<file path="config.mk">
export PLATFORM = sky130hd
export DESIGN_NAME = spike_rate_monitor
export DESIGN_NICKNAME = d
export VERILOG_FILES = /design/src/rtl/spike_rate_monitor.sv
export SDC_FILE = /design/constraint.sdc
export NUM_CORES = 1
export LEC_CHECK = 0
export ABC_AREA = 1
export CORE_ASPECT_RATIO = 0.9
export CORE_MARGIN = 1
export CORE_UTILIZATION = 56
export CTS_BUF_LIST = sky130_fd_sc_hd__clkbuf_16
export CTS_CLUSTER_DIAMETER = 30
export DETAILED_ROUTE_END_ITERATION = 12
export DONT_BUFFER_PORTS = 1
export PLACE_DENSITY = 0.83
export SYNTH_ARGS = -nofsm -noshare
export SYNTH_HDL_FRONTEND = slang
export SYNTH_SLANG_ARGS = --single-unit
export TNS_END_PERCENT = 10
</file>
<file path="constraint.sdc">
create_clock -name clk -period 1.3 [get_ports clk]
set_clock_uncertainty 0.15 [all_clocks]
set_input_delay 0.13 -clock clk [delete_from_list [all_inputs] [get_ports clk]]
set_output_delay 0.13 -clock clk [all_outputs]
set_load 0.005 [all_outputs]
</file>
<file path="src/rtl/spike_rate_monitor.sv">
// spike_rate_monitor
//   Downstream of the ALIF neuron. Turns the one-cycle `spike` pulse into two
//   measurements a host can read at leisure:
//     - rate : spikes counted over a window of WINDOW_LEN enabled cycles,
//              offered through a valid/ready handshake (sticky overflow when
//              an unconsumed result is overwritten);
//     - isi  : last inter-spike interval in cycles (saturating at 255).
//   Optional burst detection is compiled in with the macro
//   SPIKE_RATE_MONITOR_BURST_EN; without it `burst` is tied low.
//
// Ports
//   clk        in   clock, rising edge
//   reset      in   synchronous active-high reset
//   enable     in   measurement enable; low returns to IDLE and clears counters
//   spike      in   spike pulse, sampled every cycle
//   rate       out  [7:0] spike count of last completed window (sat. 255)
//   rate_valid out  rate holds an unconsumed result
//   rate_ready in   consumer accepts rate when rate_valid & rate_ready
//   overflow   out  sticky: a result overwrote an unconsumed one
//   isi        out  [7:0] last inter-spike interval (sat. 255)
//   isi_valid  out  at least one interval measured
//   burst      out  one-cycle pulse when a new isi <= BURST_ISI (optional)

module spike_rate_monitor #(
  parameter int WINDOW_LEN = 256,
  parameter int BURST_ISI  = 4
) (
  input  logic       clk,
  input  logic       reset,
  input  logic       enable,
  input  logic       spike,
  output logic [7:0] rate,
  output logic       rate_valid,
  input  logic       rate_ready,
  output logic       overflow,
  output logic [7:0] isi,
  output logic       isi_valid,
  output logic       burst
);

  localparam int            CW       = (WINDOW_LEN > 2) ? $clog2(WINDOW_LEN) : 1;
  localparam logic [CW-1:0] WIN_LAST = CW'(WINDOW_LEN - 1);

  typedef enum logic [1:0] {IDLE, ARMED, MEASURE} state_t;

  state_t        state_q, state_d;
  logic [CW-1:0] win_cnt_q, win_cnt_d;
  logic [7:0]    spk_cnt_q, spk_cnt_d;
  logic [7:0]    isi_cnt_q, isi_cnt_d;
  logic [7:0]    rate_q, rate_d;
  logic [7:0]    isi_q, isi_d;
  logic          rate_valid_q, rate_valid_d;
  logic          overflow_q, overflow_d;
  logic          isi_valid_q, isi_valid_d;

  logic          window_end;
  logic [7:0]    spk_cnt_inc;
  logic [7:0]    isi_cnt_inc;

  assign window_end  = enable && (win_cnt_q == WIN_LAST);
  // Saturating increments: the count includes the current cycle's spike.
  assign spk_cnt_inc = (spike && (spk_cnt_q != 8'hFF)) ? spk_cnt_q + 8'd1 : spk_cnt_q;
  assign isi_cnt_inc = (isi_cnt_q != 8'hFF) ? isi_cnt_q + 8'd1 : isi_cnt_q;

  always_comb begin
    state_d      = state_q;
    win_cnt_d    = win_cnt_q;
    spk_cnt_d    = spk_cnt_q;
    isi_cnt_d    = isi_cnt_q;
    rate_d       = rate_q;
    isi_d        = isi_q;
    rate_valid_d = rate_valid_q;
    overflow_d   = overflow_q;
    isi_valid_d  = isi_valid_q;

    // Handshake is independent of enable; a load below may re-assert valid.
    if (rate_valid_q && rate_ready) begin
      rate_valid_d = 1'b0;
    end

    if (!enable) begin
      state_d   = IDLE;
      win_cnt_d = '0;
      spk_cnt_d = '0;
      isi_cnt_d = '0;
    end else begin
      win_cnt_d = window_end ? '0 : win_cnt_q + CW'(1);

      if (window_end) begin
        rate_d       = spk_cnt_inc;
        rate_valid_d = 1'b1;
        spk_cnt_d    = '0;
        // Overwriting a result that is not being taken this very cycle.
        if (rate_valid_q && !rate_ready) begin
          overflow_d = 1'b1;
        end
      end else begin
        spk_cnt_d = spk_cnt_inc;
      end

      case (state_q)
        MEASURE: begin
          if (spike) begin
            isi_d       = isi_cnt_q;
            isi_valid_d = 1'b1;
            isi_cnt_d   = 8'd1;   // this spike is the new reference
          end else begin
            isi_cnt_d   = isi_cnt_inc;
          end
        end
        default: begin
          // IDLE/ARMED: the first spike only establishes the reference.
          if (spike) begin
            state_d   = MEASURE;
            isi_cnt_d = 8'd1;
          end else begin
            state_d   = ARMED;
          end
        end
      endcase
    end
  end

  always_ff @(posedge clk) begin
    if (reset) begin
      state_q      <= IDLE;
      win_cnt_q    <= '0;
      spk_cnt_q    <= '0;
      isi_cnt_q    <= '0;
      rate_q       <= '0;
      isi_q        <= '0;
      rate_valid_q <= 1'b0;
      overflow_q   <= 1'b0;
      isi_valid_q  <= 1'b0;
    end else begin
      state_q      <= state_d;
      win_cnt_q    <= win_cnt_d;
      spk_cnt_q    <= spk_cnt_d;
      isi_cnt_q    <= isi_cnt_d;
      rate_q       <= rate_d;
      isi_q        <= isi_d;
      rate_valid_q <= rate_valid_d;
      overflow_q   <= overflow_d;
      isi_valid_q  <= isi_valid_d;
    end
  end

  assign rate       = rate_q;
  assign rate_valid = rate_valid_q;
  assign overflow   = overflow_q;
  assign isi        = isi_q;
  assign isi_valid  = isi_valid_q;

`ifdef SPIKE_RATE_MONITOR_BURST_EN
  logic burst_q, burst_d;

  // Same condition that publishes a new isi, plus the short-interval test.
  always_comb begin
    burst_d = enable && spike && (state_q == MEASURE) && (int'(isi_cnt_q) <= BURST_ISI);
  end

  always_ff @(posedge clk) begin
    if (reset) begin
      burst_q <= 1'b0;
    end else begin
      burst_q <= burst_d;
    end
  end

  assign burst = burst_q;
`else
  // BURST_ISI has no effect in this build; the constant term folds to 0.
  assign burst = (BURST_ISI < 0) && 1'b0;
`endif

endmodule
</file>
# Word level (Yosys, flattened, before mapping)
# Cells that the tools add are included.
# word_totals
ff_bits	45
elab_cells	39
inputBits	5
out_inout_bits	20
# op_classes
addsub	3
n_reduce_logical	13
eq_ne	4
muxes	9
bitwise_logic	1
# op_table
op	count
2-to-1 mux 8 bit	5
adder 8 x 1 -> 8 bit (second input constant)	3
inequality test 8 bit (second input constant)	2
equality test 8 bit (second input constant)	1
AND reduction 3 bit	2
logical AND 1 bit	4
AND reduction 2 bit	2
nonzero test 2 bit	2
2-to-1 mux 1 bit	3
OR reduction 3 bit	1
equality test 2 bit (second input constant)	1
2-to-1 mux 2 bit	1
OR reduction 2 bit	1
zero test 1 bit	1
NOT 1 bit	1

# Longest topological paths before layout
# logic_depth
word_depth	4
mapped_depth	9

# Worst setup path after synthesis
# OpenSTA, ideal clock, no wires.
# synth_path
kind	reg-to-reg
from	register win_cnt_q[0]
to	register spk_cnt_q[6]
slack_ps	-161
period_less_slack_ps	1461
arrival_ps	1190
setup_ps	121
required_time_ps	1029
path_stages_with_launch	10
n_path_buf	1
cell_sequence	dfxtp_1 > ha_1 > nand2_1 > inv_2 > nand2_4 > nor2_8 > inv_4 > nand2_4 > buf_12 > nor2_2
# synth_between
elab_chain_cells	3
# synth_rtl
item	line	rtl
start, declared	47	logic [CW-1:0] win_cnt_q, win_cnt_d;
start signal, assigned	137	win_cnt_q <= win_cnt_d;
equality test 8 bit	60	assign window_end = enable && (win_cnt_q == WIN_LAST);
logical AND 1 bit	60	
OR reduction 3 bit (no source line)	-	
end signal, assigned	138	spk_cnt_q <= spk_cnt_d;
end, declared	48	logic [7:0] spk_cnt_q, spk_cnt_d;
# Every way passes these cells.
# A chain may end at the register's enable or synchronous reset.

# Worst setup path in the final report
# layout_path
from	register win_cnt_q[0]
to	register rate_q[1] (netlist: rate[1])
# layout_between
elab_chain_cells	3
# layout_rtl
item	line	rtl
equality test 8 bit	60	
logical AND 1 bit	60	
AND reduction 2 bit (no source line)	-	
end signal, assigned	140	rate_q <= rate_d;
end, declared	50	logic [7:0] rate_q, rate_d;
# Every way passes these cells.

==> flow_summary.yaml <==
pwr:
  vdd_drop_max_mv: 0.9512
  power_density_nw_per_um2: 1036
  p_leak_nw: 1.144
  total_power_mw: 2.749
global_routing:
  grt_max_degree: 17
  antenna_found_initial: 0
  overflow: 0
  grt_pass1_wl_um: 7424
  first_global_vias: 1743
  grt.total_usage: 0.2530
critical_path:
  critical_path_required_ns: 1.33
  crit_path_max_incr_delay_ns: 0.35
  worstReg2RegStart: "win_cnt_q[0]$_SDFF_PP0_"
  reg2reg_depth: 9
  regToRegSetupSlack_ns: -0.15
  cp_max_fo: 8
  crit_type: "reg -> reg"
  start_kind: "register"
  end_kind: "register"
  arrival_ns: 1.49
  r2r_end: "rate[1]$_SDFFE_PP0P_"
  path_cells: "ha_4 -> nand2_2 -> inv_2 -> nand2_4 -> nor2_8 -> buf_12 -> nand3_1 -> nand2_1 -> inv_1"
  cp_slowest_cell: "dfxtp_2"
timing:
  fin_hold_ws_ns: -0.2441
  rsz0062_at_grt: "yes"
  min_period_over_period: 1.118
  hold_viol: 11
  setup_tns_ns: -2.320
  finalSetupViolCount: 30
  layout_min_cycle_time_ns: 1.453
  drv_slew: 0
  max_freq_mhz: 688.1
  worst_slack_ns: -0.1532
yosys:
  ys_types: 35
  yosysWarnings: 0
  postSynthAreaPerCell_um2: 7.984
  netlist_area_um2: 2116
  syn_inst: 265
  synth_area_leaders: "dfxtp_1 43%, nand2_1 7.8%, nor2_1 6.0%"
  seq_area_frac_synth: 0.4258
  synth_top_area_share: 0.4258
  syn_nets: 273
  ys_seq_elements: 45
  netlist.top_cell.by_area: "dfxtp_1"
drt:
  vias_per_cell: 5.334
  wire_per_inst_um: 13.90
  detailedRoute.firstIterationViolations: 111
  wl_um: 4783
  first_pass_iters: 4
  final_antenna_net_count: 0
  drc: 0
  vias: 1835
clock_network:
  cts_tree: "yes"
  htree_levels: 2
  clk_path_buf_depth: 2
  path_clk_slew_ns: 0.06
  numCtsBuffers: 5
  cts.sinks: 45
  clk_latency_ns: 0.29
  hold_buffers: 3
  cts_root_buf: "clkbuf_16"
status:
  status: "finished with violations"
  violations: "hold timing, setup timing"
layout:
  final_cell_mix: "40 x nand2_1, 38 x dfxtp_1, 30 x nor2_1, 25 x buf_4, 21 x inv_1"
  final_util: 0.7571
  layout.nets: 307
  stdcell_area_um2: 2653
  layout_commonest_cell: "nand2_1"
  area_growth_pct: 25.37
  antenna_cells: 0
  drive_gt1_frac: 0.3533
  stdcell_count: 344
floorplan:
  core_um2: 3503
  rows: 20
  dieArea_um2: 4028
  die_x_um: 66.79
  die_h_um: 60.31
  start_util: 0.6039
  ios: 25
worst_hold_path:
  min_to: "rate_valid$_SDFF_PP0_"
  min_path_cells: 1
  hold_class: "in -> reg"
  min_from: "reset"
place:
  postPlaceCellArea_um2: 2305
  hpwl_um: 3013
  gp_congestion: 0.8383
  io_buffers: 0
  placed_cells: 326
  post-place-ws_ns: -0.1427
job:
  cap_violations: 0
## Yosys cell counts
cell type / count
nor2_8: 1
dfxtp_1: 45
nand3_4: 2
nand3_1: 11
nor2_1: 34
inv_4: 2
buf_6: 1
nor2_4: 5
nand3b_1: 1
a21oi_1: 17
nand3_2: 1
clkbuf_4: 1
buf_8: 1
nand4_1: 7
conb_1: 1
or2_2: 2
buf_12: 1
nand2_2: 8
xor2_1: 4
buf_4: 2
inv_2: 4
nand2_4: 4
o21a_1: 1
o21ai_0: 13
nand2_1: 44
ha_1: 3
nor3_1: 1
nor3_2: 1
nor2_2: 11
o21ai_2: 2
inv_1: 25
o31ai_1: 1
o21ai_1: 4
a21o_1: 1
a21oi_2: 3
## area by class of cell
type / count / area, um2
Inverter: 31 / 125.1
Sequential cell: 45 / 909.6
Timing Repair Buffer: 32 / 285.3
Tap cell: 44 / 55.05
Clock buffer: 5 / 125.1
Fill cell: 227 / 850.8
Clock inverter: 3 / 12.51
Multi-Input combinational cell: 184 / 1140
## sequential cells by signal, indices dropped and copies added (netlist names)
name,count
isi_valid,1
win_cnt_q,8
state_q,2
isi_cnt_q,8
rate_valid,1
spk_cnt_q,8
overflow,1
isi,8
rate,8
## where the power goes
group          total [mW]  switching [mW]  internal, mW  leakage (nW)
logic               0.135          0.0789        0.0563         0.709
registers            1.41          0.0126          1.40         0.367
clock network        1.20           0.509         0.695        0.0687
total                2.75           0.601          2.15          1.14
## worst max-delay path: cells and delay by family (launching register included)
kind	cells	cell delay, ns
adders and majority gates	1	0.14
buffers and inverters	3	0.27
and+or+nand+nor	5	0.45
DFF	1	0.35
## cell families after synthesis
family,synth area share
flip-flops,0.4258
XOR/XNOR,0.01656
adder cells (fa/ha/maj),0.01774
buffers and inverters,0.08988
AND/OR/NAND/NOR,0.3365
other,0.001772
AO/OA/AOI/OAI,0.1118
## timing repair
action / CTS / global route
setup buffers: 3 / 2
setup endpoints to repair: 38 / 42
pin swaps: 10 / 11
gates resized for setup: 20 / 21
gates cloned: 1 / 1
hold endpoints to repair: 16 / 7
## worst max path at each step
stage / from / endpoint / slack [ns]
after detailed placement: isi_cnt_q[0]$_SDFFE_PP0P_ / isi_cnt_q[5]$_SDFFE_PP0P_ / -0.14
final: win_cnt_q[0]$_SDFF_PP0_ / rate[1]$_SDFFE_PP0P_ / -0.15
after CTS: win_cnt_q[1]$_SDFF_PP0_ / rate[1]$_SDFFE_PP0P_ / -0.13
after global routing: win_cnt_q[0]$_SDFF_PP0_ / rate[0]$_SDFFE_PP0P_ / -0.25
after floorplan: win_cnt_q[0]$_SDFF_PP0_ / spk_cnt_q[6]$_SDFF_PP0_ / -0.11
after global placement: isi_cnt_q[0]$_SDFFE_PP0P_ / isi_cnt_q[5]$_SDFFE_PP0P_ / -0.11
## routing by layer
metal	global-route usage	vias to the layer above	part of all wire
met4	0.1672	0	0.029
met2	0.3709	64	0.46
li1	-	919	-
met3	0.06870	17	0.072
met5	0	-	0
met1	0.3271	835	0.44
No activity file was read; power rests on OpenSTA's default activity.
